--- config.mk ---
export PLATFORM = sky130hd
export DESIGN_NAME = pc_new_unit
export DESIGN_NICKNAME = d
export VERILOG_FILES = /design/src/rtl/pc_pkg.sv /design/src/rtl/pc_reg.sv /design/src/rtl/pc_new_unit.sv
export SDC_FILE = /design/constraint.sdc
export NUM_CORES = 1
export LEC_CHECK = 0
export CORE_MARGIN = 2
export CORE_UTILIZATION = 30
export DETAILED_ROUTE_END_ITERATION = 6
export PLACE_DENSITY = 0.87
export SLEW_MARGIN = 20
export SYNTH_ARGS = -nofsm -noshare
export SYNTH_HDL_FRONTEND = slang
export SYNTH_HIERARCHICAL = 1
export SYNTH_SLANG_ARGS = --single-unit
--- constraint.sdc ---
create_clock -name clk -period 1.25 [get_ports clk]
set_clock_uncertainty 0.15 [all_clocks]
set_input_delay 0.25 -clock clk [delete_from_list [all_inputs] [get_ports clk]]
set_output_delay 0.25 -clock clk [all_outputs]
set_load 0.01 [all_outputs]
--- src/rtl/pc_pkg.sv ---
// Shared definitions for the fetch-stage next-PC logic: address width,
// redirect source encodings and the PC register reset value.
package pc_pkg;

    localparam int ADDR_W = 8;

    typedef enum logic [1:0] {
        PC_SEL_INT    = 2'b00,
        PC_SEL_STACK  = 2'b01,
        PC_SEL_BRANCH = 2'b10,
        PC_SEL_RESET  = 2'b11
    } pc_sel_e;

    localparam logic [ADDR_W-1:0] PC_RESET_VAL = 8'h00;

endpackage

--- src/rtl/pc_reg.sv ---
// Purpose: ADDR_W-wide PC holding register with load enable and async clear.
// Latency: one cycle from d to q when en=1.
// Backpressure: en=0 stalls; q holds and the offered d is dropped.
module pc_reg #(
    parameter int                ADDR_W  = 8,
    parameter logic [ADDR_W-1:0] RST_VAL = '0
) (
    input  logic              clk,
    input  logic              rst_n,
    input  logic              en,
    input  logic [ADDR_W-1:0] d,
    output logic [ADDR_W-1:0] q
);

    logic [ADDR_W-1:0] pc_d;
    logic [ADDR_W-1:0] pc_q;

    always_comb begin
        pc_d = pc_q;
        if (en) begin
            pc_d = d;
        end
    end

    // Clear is independent of clk so the fetch address drops the moment reset asserts.
    always_ff @(posedge clk or negedge rst_n) begin
        if (!rst_n) begin
            pc_q <= RST_VAL;
        end else begin
            pc_q <= pc_d;
        end
    end

    assign q = pc_q;

endmodule

--- src/rtl/pc_new_unit.sv ---
// Purpose: next-PC mux (sequential/interrupt/stack/branch/reset) plus PC register.
// Latency: pc_new is combinational; pc follows pc_new one edge later when pc_en=1.
// Backpressure: pc_en=0 holds pc; a redirect offered during a stall is not remembered.
module pc_new_unit
    import pc_pkg::*;
#(
    parameter int ADDR_W = pc_pkg::ADDR_W
) (
    input  logic              clk,
    input  logic              rst_n,
    input  logic              pc_en,
    input  logic              pc_src,
    input  logic [1:0]        pc_in_sel,
    input  logic [ADDR_W-1:0] pc_plus_1,
    input  logic [ADDR_W-1:0] stack_addr,
    input  logic [ADDR_W-1:0] branch_addr,
    input  logic [ADDR_W-1:0] reset_addr,
    input  logic [ADDR_W-1:0] interrupt_addr,
    output logic [ADDR_W-1:0] pc_new,
    output logic [ADDR_W-1:0] pc
);

    logic [ADDR_W-1:0] redirect_addr;
    logic [ADDR_W-1:0] pc_new_d;

    // Every encoding maps to exactly one source; there is no priority between them.
    always_comb begin
        redirect_addr = interrupt_addr;
        case (pc_sel_e'(pc_in_sel))
            PC_SEL_INT:    redirect_addr = interrupt_addr;
            PC_SEL_STACK:  redirect_addr = stack_addr;
            PC_SEL_BRANCH: redirect_addr = branch_addr;
            PC_SEL_RESET:  redirect_addr = reset_addr;
        endcase
    end

    // Wrap of the sequential address is the incrementer's job; pass it through untouched.
    always_comb begin
        pc_new_d = pc_plus_1;
        if (pc_src) begin
            pc_new_d = redirect_addr;
        end
    end

    assign pc_new = pc_new_d;

    pc_reg #(
        .ADDR_W  (ADDR_W),
        .RST_VAL (ADDR_W'(PC_RESET_VAL))
    ) u_pc_reg (
        .clk   (clk),
        .rst_n (rst_n),
        .en    (pc_en),
        .d     (pc_new_d),
        .q     (pc)
    );

endmodule

### Word-level counts from Yosys, hierarchy flattened

Index checks and enable logic that the tools add are counted.

| operators by class | value |
|---|---|
| equality and inequality tests | 3 |
| multiplexer cells | 2 |
| reductions and logical operators | 1 |

Operator list:

| cell | number |
|---|---|
| $pmux W8 S4 | 1 |
| $mux W8 | 1 |
| $eq A2 B2 Y1 const B | 2 |
| $eq A2 B1 Y1 const B | 1 |
| $logic_not A2 Y1 | 1 |

| storage, ports and cells | value |
|---|---|
| flip-flop bits (word level) | 8 |
| input bits | 46 |
| output and inout port bits | 16 |
| word-level logic and storage cells | 7 |

### Longest topological paths before layout

| depth | value |
|---|---|
| depth after elaboration | 3 |
| mapped depth | 5 |

### Cells and area by module

The synthesis kept the hierarchy.

Modules (own cells, without submodules):

| module | instances | cells each | area each (µm²) | seq. area each (µm²) |
|---|---|---|---|---|
| pc_reg | 1 | 17 | 331.6 | 200.2 |
| pc_new_unit | 1 | 37 | 325.3 | 0.0 |

### Least setup slack after synthesis

OpenSTA, ideal clock, no wires.

| timing | value |
|---|---|
| path type | input -> register |
| start | in pc_in_sel[1] |
| end | reg u_pc_reg.pc_q[0], in the netlist u_pc_reg/q[0] |
| setup time | 0.125 ns |
| arrival | 1.176 ns |
| setup slack | -0.201 ns |
| stages | 5 |
| buffers on the path | 2 |
| path through | buf_6 > buf_12 > mux2i_1 > o221ai_1 > mux2_4 |

| on the way | value |
|---|---|
| longest elaborated chain between the ends | 3 |

Ends and longest elaborated chain:

| element | line | source |
|---|---|---|
| start: declaration | pc_new_unit.sv:13 | `input logic [1:0] pc_in_sel,` |
| $eq A2 B2 Y1 (tied with other cells) | pc_new_unit.sv:29 | `case (pc_sel_e'(pc_in_sel))` |
| $pmux W8 S4 * | pc_new_unit.sv:29 |  |
| $mux W8 * | pc_new_unit.sv:40 | `if (pc_src) begin` |
| named net pc_new[0] | pc_new_unit.sv:19 | `output logic [ADDR_W-1:0] pc_new,` |
| end signal: assignment | pc_reg.sv:30 | `pc_q <= pc_d;` |
| end: declaration | pc_reg.sv:16 | `logic [ADDR_W-1:0] pc_q;` |

The timed path passes the listed nets; every way through them passes the cells marked *.
A chain may end at the register's enable or synchronous reset.

### Worst setup path after layout

| timing | value |
|---|---|
| start | in pc_in_sel[1] |
| end | out pc_new[7] |

| on the way | value |
|---|---|
| longest elaborated chain between the ends | 3 |

Ends and longest elaborated chain:

| element | line |
|---|---|
| $eq A2 B2 Y1 (tied with other cells) | pc_new_unit.sv:29 |
| $pmux W8 S4 * | pc_new_unit.sv:29 |
| $mux W8 * | pc_new_unit.sv:40 |
| end: declaration | pc_new_unit.sv:19 |

Every way passes the cells marked *; elsewhere a longest branch is shown, timed or not.

==> results.tsv <==
stage	metric	value	unit
finish	utilization	77.7	%
pwr	power.density	714	mW/mm^2
route	via_count	848	
cts	cts_buffer_depth	2	
pwr	ir_worst_vdd	0.000608	V
pwr	switchingPower	356	uW
timing	hold_violations	0	
pwr	p_seq_share	28.1	%
synthesis	yosysSeqAreaShare	30.5	%
route	drc_errors	0	
die	start_util	32.5	%
timing	postLayoutSetupSlackWorst	-0.222	ns
timing	finalCriticalPeriod	1.47	ns
synthesis	yosysTopAreaCell	dfrtp_1	
synthesis	synth-edff-count	0	
global_routing	grt_pass1_vias	913	
synthesis	netlist_area	657	um^2
timing	finalSetupTns	-2.45	ns
global_routing	grtUsageTotal	24.7	%
global_routing	grt_util_met2	44.5	%
timing	setup_viol	15	
die	die_h	50.8	um
setup_path	crit_family	buffers and inverters	
setup_path	cp-start-kind	primary input	
timing	slew_viol_final	0	
job	drv_cap	0	
die	die_width	50.8	um
synthesis	synthTopCellsByArea	dfrtp_1 (30%), mux2i_1 (24%), mux2_4 (18%)	
status	violations	negative setup slack	
timing	relSlewSlack	77.2	%
die	rows	16	
cts	numCtsBuffers	3	
setup_path	r2r-end	u_pc_reg/q[2]	
pwr	intPower	765	uW
pwr	p_leak	0.746	nW
setup_path	reg2reg_from	u_pc_reg/q[2]	
setup_path	end_kind	primary output	
global_routing	grt-ovfl-total	0	
synthesis	ys_ff_latch	8	
route	wl_per_cell	21.6	um
synthesis	postSynth.asyncResetShare	100	%
cts	tritoncts	yes	
place	portBuffers	61	
timing	tightestPinTransition	0.340	ns
synthesis	avgSynthCellArea	12.2	um^2
die	fp.coreArea	0.00202	mm^2
setup_path	path_class	primary input to primary output	
timing	rsz0062_at_grt	yes	
die	die-area	0.00258	mm^2
setup_path	crit_arrival	1.07	ns
place	dp_hpwl	1970	um
setup_path	crit_buf_inv	3	
cts	cts_root_buffer	clkbuf_4	
finish	diodes	0	
route	drtAntennaViolNets	0	
cts	clock-sinks	8	
global_routing	antenna_found_initial	0	
pwr	swShare	31.8	%
synthesis	synth_most_common_cell	mux2i_1	
cts	path_clk_slew	0.05	ns
setup_path	path_cells	buf_8, buf_12, mux2i_2, o221ai_2, buf_2	
route	drt_iter0_drc	5	
setup_path	crit_fanout	8	
route	drt-total-wl	3470	um
pwr	comb_power_share	54.4	%
synthesis	synth_cell_types	9	
global_routing	use_met3	7.14	%
cts	htree_num_levels	1	
finish	nNetsFinal	182	
setup_path	endpoint	pc_new[7]	
synthesis	ys.flop_type	dfrtp_1	
synthesis	ys_warn_count	6	
pwr	power_frac_clock	17.5	%
setup_path	required	0.85	ns
die	io-pin-count	62	
setup_path	critPathSlowestCell	mux2i_2	
pwr	p_total	1.12	mW
finish	drive_gt1_share	53.0	%
timing	fin_crit_sh	118	%
synthesis	synth.top_cell.area_share	30.5	%
global_routing	grt_pass1_wl	4690	um
synthesis	netlist_instances	54	
finish	syn_to_final_growth	139	%
setup_path	ff2ff_setup_slack	0.33	ns
global_routing	grt.busiest_layer	met2	
synthesis	synth_top_cells_by_count	mux2i_1 (16), nand2b_1 (9), dfrtp_1 (8), mux2_4 (8), o221ai_1 (8)	
synthesis	synthesis.nets	100	
route	drtPass1Iterations	4	
global_routing	gr-usage-met1	26.4	%
setup_path	cp.depth	5	
hold_path	hold_path.class	primary input to async pin	
cts	clock_latency	0.26	ns
timing	max_freq	679	MHz
place	dpl_cell_area	0.00143	mm^2
setup_path	startpoint	pc_in_sel[1]	
route	vias_per_cell	5.27	
status	status	complete, but fails checks	
finish	stdcell_area	0.00157	mm^2
setup_path	r2r_cells	1	
place	place_ws	-1.03	ns
cts	ctsHoldBuffers	0	
setup_path	max_stage_delay	0.27	ns
global_routing	grt_max_degree	9	
finish	largest_reg_flops	8	
place	place_congestion	0.685	
[cells in the final DEF, fill, tap and decap left out]
master,synthesis,routed
dlygate4sd2_1,0,34
buf_2,0,16
buf_4,0,11
buf_6,2,8
mux2_4,8,8
dfrtp_1,8,8
mux2i_4,0,7
nand2b_1,9,7
clkdlybuf4s50_1,0,7
mux2i_1,16,6
o221ai_2,0,6
mux2i_2,0,3
clkbuf_4,0,3
nand2b_4,0,2
o221ai_4,0,2
buf_12,1,2
nand2_2,0,1
buf_16,0,1
buf_8,0,1
dlymetal6s2s_1,0,1
[worst min path at each step]
stage / slack (ns) / endpoint / cells past startpoint / startpoint
after CTS: 0.11 / u_pc_reg/q[3] / 1 / rst_n
after floorplan: -0.20 / u_pc_reg/q[0] / 0 / rst_n
after detailed placement: 0.35 / u_pc_reg/q[4] / 1 / u_pc_reg/q[4]
after global placement: 0.35 / u_pc_reg/q[1] / 1 / u_pc_reg/q[1]
after global routing: 0.13 / u_pc_reg/q[2] / 1 / rst_n
final: 0.11 / u_pc_reg/q[3] / 1 / rst_n
[kinds of logic (layout without fill, tap and decap cells)]
family	Yosys count	after routing	synth area share, %
AND/OR/NAND/NOR	10	10	9.14
buffers and inverters	4	84	7.05
multiplexers	24	24	42.7
AO/OA/AOI/OAI	8	8	10.7
flip-flops	8	8	30.5
[power by group through the flow]
stage	sequential (mW)	clock (mW)	combinational, mW
3_3_place_gp	0.321	0	0.548
6_report	0.315	0.196	0.610
5_1_grt	0.320	0.212	0.638
4_1_cts	0.316	0.208	0.541
2_1_floorplan	0.338	0	0.201
3_5_place_dp	0.322	0	0.558
[through the flow]
| step | hold slack (ns) | instances |
|---|---|---|
| after global routing | 0.132 | 161 |
| after CTS | 0.115 | 160 |
| after floorplan | -0.196 | 54 |
| final | 0.110 | 161 |
| after global placement | 0.349 | 151 |
| after detailed placement | 0.350 | 151 |
[area by class of cell]
cell class,instances,area (um^2)
Fill cell,127,450
Multi-Input combinational cell,42,599
Clock buffer,3,22.5
Timing Repair Buffer,81,716
Sequential cell,8,200
Tap cell,27,33.8
[routing by layer]
layer / vias up / share of wire [%]
met5: - / 0
met1: 411 / 38
met2: 55 / 48
met4: 0 / 2.7
met3: 9 / 11
li1: 373 / -
[timing repair]
action	in CTS	in global routing
setup endpoints to repair	24	15
resized for setup	131	14
buffers inserted	7	1
pin swaps	8	5
cloned	1	0
(Power assumes the default switching activity.)
==> RTL edit: new RTL, config.mk and constraints unchanged <==
`ADDR_W` is set to 8 in 2 places; all go to 9.
--- a/src/rtl/pc_pkg.sv
+++ b/src/rtl/pc_pkg.sv
@@ -3,5 +3,5 @@
 package pc_pkg;
 
-    localparam int ADDR_W = 8;
+    localparam int ADDR_W = 9;
 
     typedef enum logic [1:0] {
--- a/src/rtl/pc_reg.sv
+++ b/src/rtl/pc_reg.sv
@@ -3,5 +3,5 @@
 // Backpressure: en=0 stalls; q holds and the offered d is dropped.
 module pc_reg #(
-    parameter int                ADDR_W  = 8,
+    parameter int                ADDR_W  = 9,
     parameter logic [ADDR_W-1:0] RST_VAL = '0
 ) (
Ports: changed (7 resized); port bits go from 62 to 69. The function was not compared with the original's and may differ.
==> RTL edit against the unedited design <==
  * The run still ends with negative setup slack left
  * Synthesized area rose by 12%
  * Setup slack lost 0.0040 ns
  * Cell area grew 32%
  * Wire length rose by 31%
  * Sequential share of layout area is 1.9 points lower
  * Total power grew 34%
  * Largest power group unchanged
  * Count of clock-buffer cells in the layout increased by 1
  * Sequential cell count grew 1
==> RTL edit: results (changes against the unedited design) <==
Antenna diodes 0 (unchanged); share of post-route cells with drive strength above 1 57.1% (+4.1 points); setup tns final -2.44 ns (+0.0153 ns); initial drt markers 22 (+17); Final WS setup -0.226 ns (-0.00397 ns); Largest register FFs 9 (+1); met2 wire len 2.30 mm (+36%); post-CTS setup buffers 5 (-2); RePlAce Congestion 0.683 (-0.22%); M1 wire length 1.70 mm (+28%); reg2reg end u_pc_reg/q[0]; DP HPWL 2.19 mm (+11%); Seq/Total Area, Yosys 30.6% (+0.084 points); clock network power 257 µW (+31%); All-Layer GR Usage 33.5% (+8.7 points); vias in the first global route 1112 (+22%); syn nets 112 (+12%); Int Power 984 µW (+29%); r2r setup slk 0.08 ns (-0.25 ns); largest cells by area after synthesis dfrtp_1 (31%), mux2i_1 (24%), mux2_4 (18%); setup violators final 17 (+2); met3 GRT Util 10.3% (+3.1 points); first-pass GRT wire length 6.31 mm (+35%); Seq group 360 µW (+14%); post-CTS resize count 178 (+36%); final cell count without fillers 184 (+14%); # port buffers 68 (+11%); Netlist cell types 10 (+1); mean post-synth cell area 12.1 µm² (-0.68%); top post-synthesis cells by count mux2i_1 (18), nand2b_1 (10), dfrtp_1 (9), mux2_4 (9), o221ai_1 (9); worst setup path end pc_new[2]; GR Util met2 60.5% (+16 points); Routed met3 length 471 µm (+27%); Slew HR 69.5% (-7.7 points); clock slew at reported path FFs 0.08 ns (+0.03 ns); Placed Area 1630 µm² (+14%); Crit Path Max Fanout 5 (-3); drt via density 5.41 (+2.8%); met1 usage 34.6% (+8.1 points); fraction of synthesized area in multiplexers 42.8% (+0.12 points); CP max-delay cell mux2i_4; status finished with violations; clk_lat worst skew 0.29 ns (+0.03 ns); VDD IR max 0.000739 V (+22%); placed insts 169 (+12%); cells on worst reg2reg path 3 (+2); Reg2Reg Launch Point u_pc_reg/q[0]; failing checks negative setup slack; largest net degree at the start of global routing 10 (+1); DRT Wirelength 4.56 mm (+31%); Final #Nets 208 (+14%)
## RTL edit: cell count changes in the layout (fill, tap and decap cells not counted), moves of 5 or more
cell,unedited run,this run
buf_2,16,10
buf_4,11,16
buf_6,8,14
dlymetal6s2s_1,1,6
mux2i_1,6,1
mux2i_4,7,16
o221ai_2,6,1
o221ai_4,2,8
## RTL edit: cell families (layout without fill, tap and decap cells)
logic type / Yosys count / after routing
DFF: 9 / 9
muxes: 27 / 27
AOI/OAI and AO/OA: 9 / 9
and+or+nand+nor: 11 / 11
buffers and inverters: 5 / 100
## RTL edit: layout make-up
class,count,area (µm²)
multi-input combinational,47,826
fill,79,199
sequential,9,225
tap,28,35.0
timing repair buffer,96,965
clock buffer,4,26.3
## RTL edit: through the flow
step | utilization, % | hold WS, ns
global placement | 71.4 | 0.367
CTS | 86.4 | 0.139
floorplan | - | -0.196
detailed placement | 71.4 | 0.397
global route | 91.3 | 0.154
finish | 91.3 | 0.125
